--- src/rtl/audio_in_fifo_ci.sv ---
// audio_in_fifo_ci: I2S left-channel capture into a sample FIFO, read
// through a custom-instruction port (POP / STATUS / FLUSH / NOP).
// Ports: clk, reset (async, high); clk_en, start, dataa[1:0] = command,
//   datab unused; result (registered), done (1-cycle pulse);
//   i2s_bclk, i2s_lrclk, i2s_adcdat (async codec inputs); overflow (sticky).
module audio_in_fifo_ci #(
  parameter int DEPTH    = 16,
  parameter int SAMPLE_W = 16
) (
  input  logic        clk,
  input  logic        reset,
  input  logic        clk_en,
  input  logic        start,
  input  logic [31:0] dataa,
  input  logic [31:0] datab,
  output logic [31:0] result,
  output logic        done,
  input  logic        i2s_bclk,
  input  logic        i2s_lrclk,
  input  logic        i2s_adcdat,
  output logic        overflow
);

  localparam int AW  = $clog2(DEPTH);
  localparam int CW  = AW + 1;
  localparam int BCW = $clog2(SAMPLE_W + 1);

  localparam logic [1:0] CMD_POP    = 2'd0;
  localparam logic [1:0] CMD_STATUS = 2'd1;
  localparam logic [1:0] CMD_FLUSH  = 2'd2;
  localparam logic [1:0] CMD_NOP    = 2'd3;

  typedef enum logic [1:0] {
    S_IDLE,
    S_EXEC,
    S_DONE
  } state_t;

  // synchronizers and bclk edge detect
  logic [1:0] bclk_sync_q;
  logic [1:0] lr_sync_q;
  logic [1:0] dat_sync_q;
  logic       bclk_prev_q;
  logic       bclk_rise_w;
  logic       lr_s_w;
  logic       dat_s_w;

  always_ff @(posedge clk or posedge reset) begin
    if (reset) begin
      bclk_sync_q <= '0;
      lr_sync_q   <= '0;
      dat_sync_q  <= '0;
      bclk_prev_q <= 1'b0;
    end else begin
      bclk_sync_q <= {bclk_sync_q[0], i2s_bclk};
      lr_sync_q   <= {lr_sync_q[0], i2s_lrclk};
      dat_sync_q  <= {dat_sync_q[0], i2s_adcdat};
      bclk_prev_q <= bclk_sync_q[1];
    end
  end

  assign bclk_rise_w = bclk_sync_q[1] & ~bclk_prev_q;
  assign lr_s_w      = lr_sync_q[1];
  assign dat_s_w     = dat_sync_q[1];

  // deserializer
  logic                lr_prev_q, lr_prev_d;
  logic                active_q, active_d;
  logic [BCW-1:0]      bcnt_q, bcnt_d;
  logic [SAMPLE_W-1:0] shift_q, shift_d;
  logic                push_q, push_d;

  always_comb begin
    lr_prev_d = lr_prev_q;
    active_d  = active_q;
    bcnt_d    = bcnt_q;
    shift_d   = shift_q;
    push_d    = 1'b0;
    if (bclk_rise_w) begin
      if (lr_s_w != lr_prev_q) begin
        // word boundary: MSB arrives on the next edge;
        // any partial word is dropped here
        lr_prev_d = lr_s_w;
        active_d  = ~lr_s_w;
        bcnt_d    = '0;
      end else if (active_q) begin
        shift_d = {shift_q[SAMPLE_W-2:0], dat_s_w};
        bcnt_d  = bcnt_q + BCW'(1);
        if (bcnt_q == BCW'(SAMPLE_W - 1)) begin
          active_d = 1'b0;
          push_d   = 1'b1;
        end
      end
    end
  end

  always_ff @(posedge clk or posedge reset) begin
    if (reset) begin
      lr_prev_q <= 1'b0;
      active_q  <= 1'b0;
      bcnt_q    <= '0;
      shift_q   <= '0;
      push_q    <= 1'b0;
    end else begin
      lr_prev_q <= lr_prev_d;
      active_q  <= active_d;
      bcnt_q    <= bcnt_d;
      shift_q   <= shift_d;
      push_q    <= push_d;
    end
  end

  // 16-bit view of the sample as stored in the FIFO
  logic [15:0] samp16_w;

  if (SAMPLE_W >= 16) begin : g_trunc
    assign samp16_w = shift_q[SAMPLE_W-1 -: 16];
  end else begin : g_ext
    assign samp16_w = {{(16 - SAMPLE_W){1'b0}}, shift_q};
  end

  // FIFO
  logic [15:0]   mem_q [DEPTH];
  logic [AW-1:0] wr_q, wr_d;
  logic [AW-1:0] rd_q, rd_d;
  logic [CW-1:0] cnt_q, cnt_d;
  logic          ovf_q, ovf_d;
  logic          full_w;
  logic          empty_w;
  logic          wr_en_w;
  logic          pop_w;
  logic          flush_w;

  assign full_w  = (cnt_q == CW'(DEPTH));
  assign empty_w = (cnt_q == '0);
  assign wr_en_w = push_q & ~flush_w & (~full_w | pop_w);

  always_comb begin
    wr_d  = wr_q;
    rd_d  = rd_q;
    cnt_d = cnt_q;
    ovf_d = ovf_q;
    if (flush_w) begin
      wr_d  = '0;
      rd_d  = '0;
      cnt_d = '0;
      ovf_d = 1'b0;
    end else begin
      if (wr_en_w) wr_d = wr_q + AW'(1);
      if (pop_w)   rd_d = rd_q + AW'(1);
      if (push_q && full_w && !pop_w) ovf_d = 1'b1;
      if (wr_en_w && !pop_w) begin
        cnt_d = cnt_q + CW'(1);
      end else if (!wr_en_w && pop_w) begin
        cnt_d = cnt_q - CW'(1);
      end
    end
  end

  always_ff @(posedge clk) begin
    if (wr_en_w) mem_q[wr_q] <= samp16_w;
  end

  always_ff @(posedge clk or posedge reset) begin
    if (reset) begin
      wr_q  <= '0;
      rd_q  <= '0;
      cnt_q <= '0;
      ovf_q <= 1'b0;
    end else begin
      wr_q  <= wr_d;
      rd_q  <= rd_d;
      cnt_q <= cnt_d;
      ovf_q <= ovf_d;
    end
  end

  // custom-instruction FSM
  state_t      state_q, state_d;
  logic [1:0]  cmd_q, cmd_d;
  logic [31:0] result_q, result_d;
  logic        done_q, done_d;

  always_comb begin
    state_d  = state_q;
    cmd_d    = cmd_q;
    result_d = result_q;
    done_d   = 1'b0;
    pop_w    = 1'b0;
    flush_w  = 1'b0;
    if (clk_en) begin
      unique case (state_q)
        S_IDLE: begin
          if (start) begin
            cmd_d   = dataa[1:0];
            state_d = S_EXEC;
          end
        end
        S_EXEC: begin
          done_d  = 1'b1;
          state_d = S_DONE;
          case (cmd_q)
            CMD_POP: begin
              if (empty_w) begin
                result_d = 32'h0001_0000;
              end else begin
                result_d = {16'h0, mem_q[rd_q]};
                pop_w    = 1'b1;
              end
            end
            CMD_STATUS: begin
              result_d = {ovf_q, 23'h0, 8'(cnt_q)};
            end
            CMD_FLUSH: begin
              result_d = '0;
              flush_w  = 1'b1;
            end
            CMD_NOP: begin
              result_d = '0;
            end
          endcase
        end
        S_DONE: state_d = S_IDLE;
        default: state_d = S_IDLE;
      endcase
    end
  end

  always_ff @(posedge clk or posedge reset) begin
    if (reset) begin
      state_q  <= S_IDLE;
      cmd_q    <= CMD_NOP;
      result_q <= '0;
      done_q   <= 1'b0;
    end else begin
      state_q  <= state_d;
      cmd_q    <= cmd_d;
      result_q <= result_d;
      done_q   <= done_d;
    end
  end

  assign result   = result_q;
  assign done     = done_q;
  assign overflow = ovf_q;

  logic unused_w;
  assign unused_w = ^{datab, dataa[31:2], shift_q};

endmodule
--- config.mk ---
export PLATFORM = sky130hd
export DESIGN_NAME = audio_in_fifo_ci
export DESIGN_NICKNAME = d
export VERILOG_FILES = /design/src/rtl/audio_in_fifo_ci.sv
export SDC_FILE = /design/constraint.sdc
export NUM_CORES = 1
export LEC_CHECK = 0
export CAP_MARGIN = 20
export CORE_ASPECT_RATIO = 1.4
export CORE_MARGIN = 8
export CORE_UTILIZATION = 50
export DETAILED_ROUTE_END_ITERATION = 12
export HOLD_SLACK_MARGIN = 0.12
export MAX_ROUTING_LAYER = met4
export PLACE_DENSITY_LB_ADDON = 0.05
export SETUP_SLACK_MARGIN = 0.2
export SYNTH_ARGS = -nofsm -noshare
export SYNTH_HDL_FRONTEND = slang
export SYNTH_SLANG_ARGS = --single-unit
--- constraint.sdc ---
create_clock -name clk -period 4.7 [get_ports clk]
set_clock_uncertainty 0.2 [all_clocks]
set_input_delay 0.94 -clock clk [delete_from_list [all_inputs] [get_ports clk]]
set_output_delay 0.94 -clock clk [all_outputs]
set_load 0.05 [all_outputs]
==> metrics.cfg <==
[outcome]
status = finished clean

[synthesis]
synth_seq_cells = 324
syn_area_per_cell_sq_um = 19.2
ys_async_sr_fraction_pct = 21.0
synth_area_sq_um = 12900
syn_inst = 673
ys.flop_type = edfxtp_1
synthDistinctLibCells = 53
ys_seq_area_share_pct = 72.6
synth_edf_count = 256
synth_warnings = 0

[global_routing]
grt_max_degree = 41
overflow = 0
grt_pass1_wl_um = 43100
antenna_found_initial = 0
grt_pass1_vias = 6823
grtUsageTotal_pct = 18.8

[sta]
max_freq_mhz = 275
tightest_slew_ps = 1000
period_share_pct = 77.3
fin_tns_setup_ps = 0
maxSlewHeadroom_pct = 33.0
setup_violations = 0
fin_crit_ps = 3630
slew_violations = 0
holdWs_ps = 152
finalHoldViolCount = 0
rsz0062_at_grt = false

[cells_and_area]
diodes = 0
nNetsFinal = 815
mostFrequentLayoutCells = 256 x edfxtp_1, 64 x mux4_2, 63 x dfrtp_1
fin_cells = 1075
multi_input_area_sq_um = 3320
area_delta_synth_final_pct = 14.3
fillCellCount = 1920
regArea_sq_um = 9400
final_common_cell = edfxtp_1
drive_gt1_share_pct = 28.0
final_util_pct = 58.3

[clock_network]
postCtsSetupRepairBufs = 0
cts_tree = done
cts_buffer_depth = 3
cts_resized = 0
hold_buffers = 0
htree_levels = 1
clkTransAtPathRegs_ps = 70
cts_buffers = 31
clock-sinks = 324
clock_latency_ps = 550
cts-root-buf = clkbuf_16

[pwr]
switchingPower_mw = 2.27
max-vdd-ir-drop_uv = 506
switching_share_pct = 28.5
p_seq_share_pct = 48.5
leakagePower_nw = 5.27
internal_power_mw = 5.69
power.density_nw_per_um2 = 539
p_clk_share_pct = 33.0
combPwrFrac_pct = 18.5

[placement]
port_buffers = 28
gp_congestion = 0.809
dp_hpwl_um = 17100
place_inst = 1018

[worst_setup_path]
max_stage_delay_ps = 780
path_cells = or4_1 -> o21ai_0 -> o211ai_1 -> fa_1 -> a21o_1 -> a2111oi_0 -> a211oi_1 -> a211oi_1
criticalPathCategory = reg -> reg
critPathBufInv = 0
cp_top_family = compound AO/OA/AOI/OAI gates
critPathRequiredTime_ps = 4960
cpMostUsedCell = a211oi_1
crit_path_top_delay_cell = or4_1
cp_max_fo = 9
crit_path_end_kind = flop
crit_arrival_ps = 3900
cp-start-kind = flop

[drt]
drtPass1Iterations = 4
wl_per_cell_um = 26.6
detail-route-antenna-nets = 0
wirelength_um = 28600
drc_errors = 0
dr_total_vias = 6406
vias_per_cell = 5.96
first_iter_violations = 504

[floorplanning]
start_util_pct = 51.0
rows = 69
die_area_sq_um = 31300
io_pins = 105
dieHeight_um = 206
die_w_um = 152
coreArea_sq_um = 25400

[job]
cap_violations = 0

[hold_path]
hp-class = reg -> reg

==> per-stage QoR <==
step	instance area (sq um)	setup slack (ps)	power [mW]
6_report	14800	1070	7.96
3_5_place_dp	13700	744	5.43
5_1_grt	14800	879	8.27
2_1_floorplan	13000	1160	4.91
3_3_place_gp	13700	868	5.37
4_1_cts	14800	1110	8.06
==> cell type report <==
class	count	area share, %
flip-flops and latches	324	63.5
multi-input cells	302	22.5
clock buffers	37	5.60
repair buffers	60	3.60
well taps	319	2.70
clock inverters	20	1.76
inverters	13	0.338
==> cell usage after synthesis (all sizes together), types with 2 or more instances <==
library cell / number / share of area, %
edfxtp: 256 / 59
dfrtp: 66 / 13
mux4: 64 / 11
mux2: 38 / 3.4
buf: 31 / 1.6
o21ai: 26 / 1.0
mux2i: 24 / 2.0
nor2: 21 / 0.61
clkbuf: 16 / 0.46
nand2: 16 / 0.46
inv: 13 / 0.38
a22oi: 12 / 0.70
ha: 11 / 1.1
nand3: 8 / 0.31
and3: 7 / 0.34
a21oi: 6 / 0.23
a221oi: 6 / 0.41
a211oi: 4 / 0.37
a21o: 4 / 0.23
nand4: 4 / 0.19
nor3: 4 / 0.15
xnor2: 4 / 0.27
and2: 3 / 0.15
nor2b: 3 / 0.15
a2111oi: 2 / 0.28
a22o: 2 / 0.14
dfstp: 2 / 0.41
nand2b: 2 / 0.097
or4: 2 / 0.12
xor2: 2 / 0.14
==> worst paths after layout <==
path / slack, ps / cells after the start / from / endpoint
max: 1070 / 8 / cnt_q[0]$_DFFE_PP0P_ / cnt_q[4]$_DFFE_PP0P_
min: 150 / 0 / dat_sync_q[0]$_DFF_PP0_ / dat_sync_q[1]$_DFF_PP0_
max reg2reg: 1070 / 8 / cnt_q[0]$_DFFE_PP0P_ / cnt_q[4]$_DFFE_PP0P_
min reg2reg: 150 / 0 / dat_sync_q[0]$_DFF_PP0_ / dat_sync_q[1]$_DFF_PP0_
max in group asynchronous: 2900 / 3 / reset / result[13]$_DFFE_PP0P_
min in group asynchronous: 640 / 2 / reset / result[0]$_DFFE_PP0P_
==> sequential cells by signal, summed over array words and instances (netlist names), 2 cells and up <==
register     cells
mem_q          256
result          18
samp16_w        16
bcnt_q           5
cnt_q            5
rd_q             4
wr_q             4
bclk_sync_q      2
cmd_q            2
dat_sync_q       2
lr_sync_q        2
state_q          2
==> layer usage <==
metal / track usage, % / up-vias / part of all wire (%)
met5: - / - / 0
met4: 7.13 / 0 / 3.3
met3: 2.10 / 58 / 4.4
met2: 32.7 / 190 / 52
met1: 22.4 / 3383 / 40
li1: - / 2775 / -
==> cells by family after synthesis <==
family / after synthesis / share of synthesized area [%]
DFF: 324 / 72.6
muxes: 126 / 16.5
and+or+nand+nor: 75 / 3.05
AOI/OAI and AO/OA: 69 / 3.79
buffers and inverters: 60 / 2.42
adders and majority gates: 12 / 1.22
xor gates and xnor gates: 6 / 0.406
other: 1 / 0.0290
==> power by group through the flow <==
stage / logic, mW / registers, mW / clock network (mW)
detailed placement: 1.50 / 3.93 / 0
CTS: 1.51 / 3.87 / 2.68
floorplan: 1.09 / 3.82 / 0
global route: 1.58 / 3.91 / 2.78
finish: 1.47 / 3.86 / 2.63
global placement: 1.43 / 3.95 / 0
No activity file was read; power rests on OpenSTA's default activity.
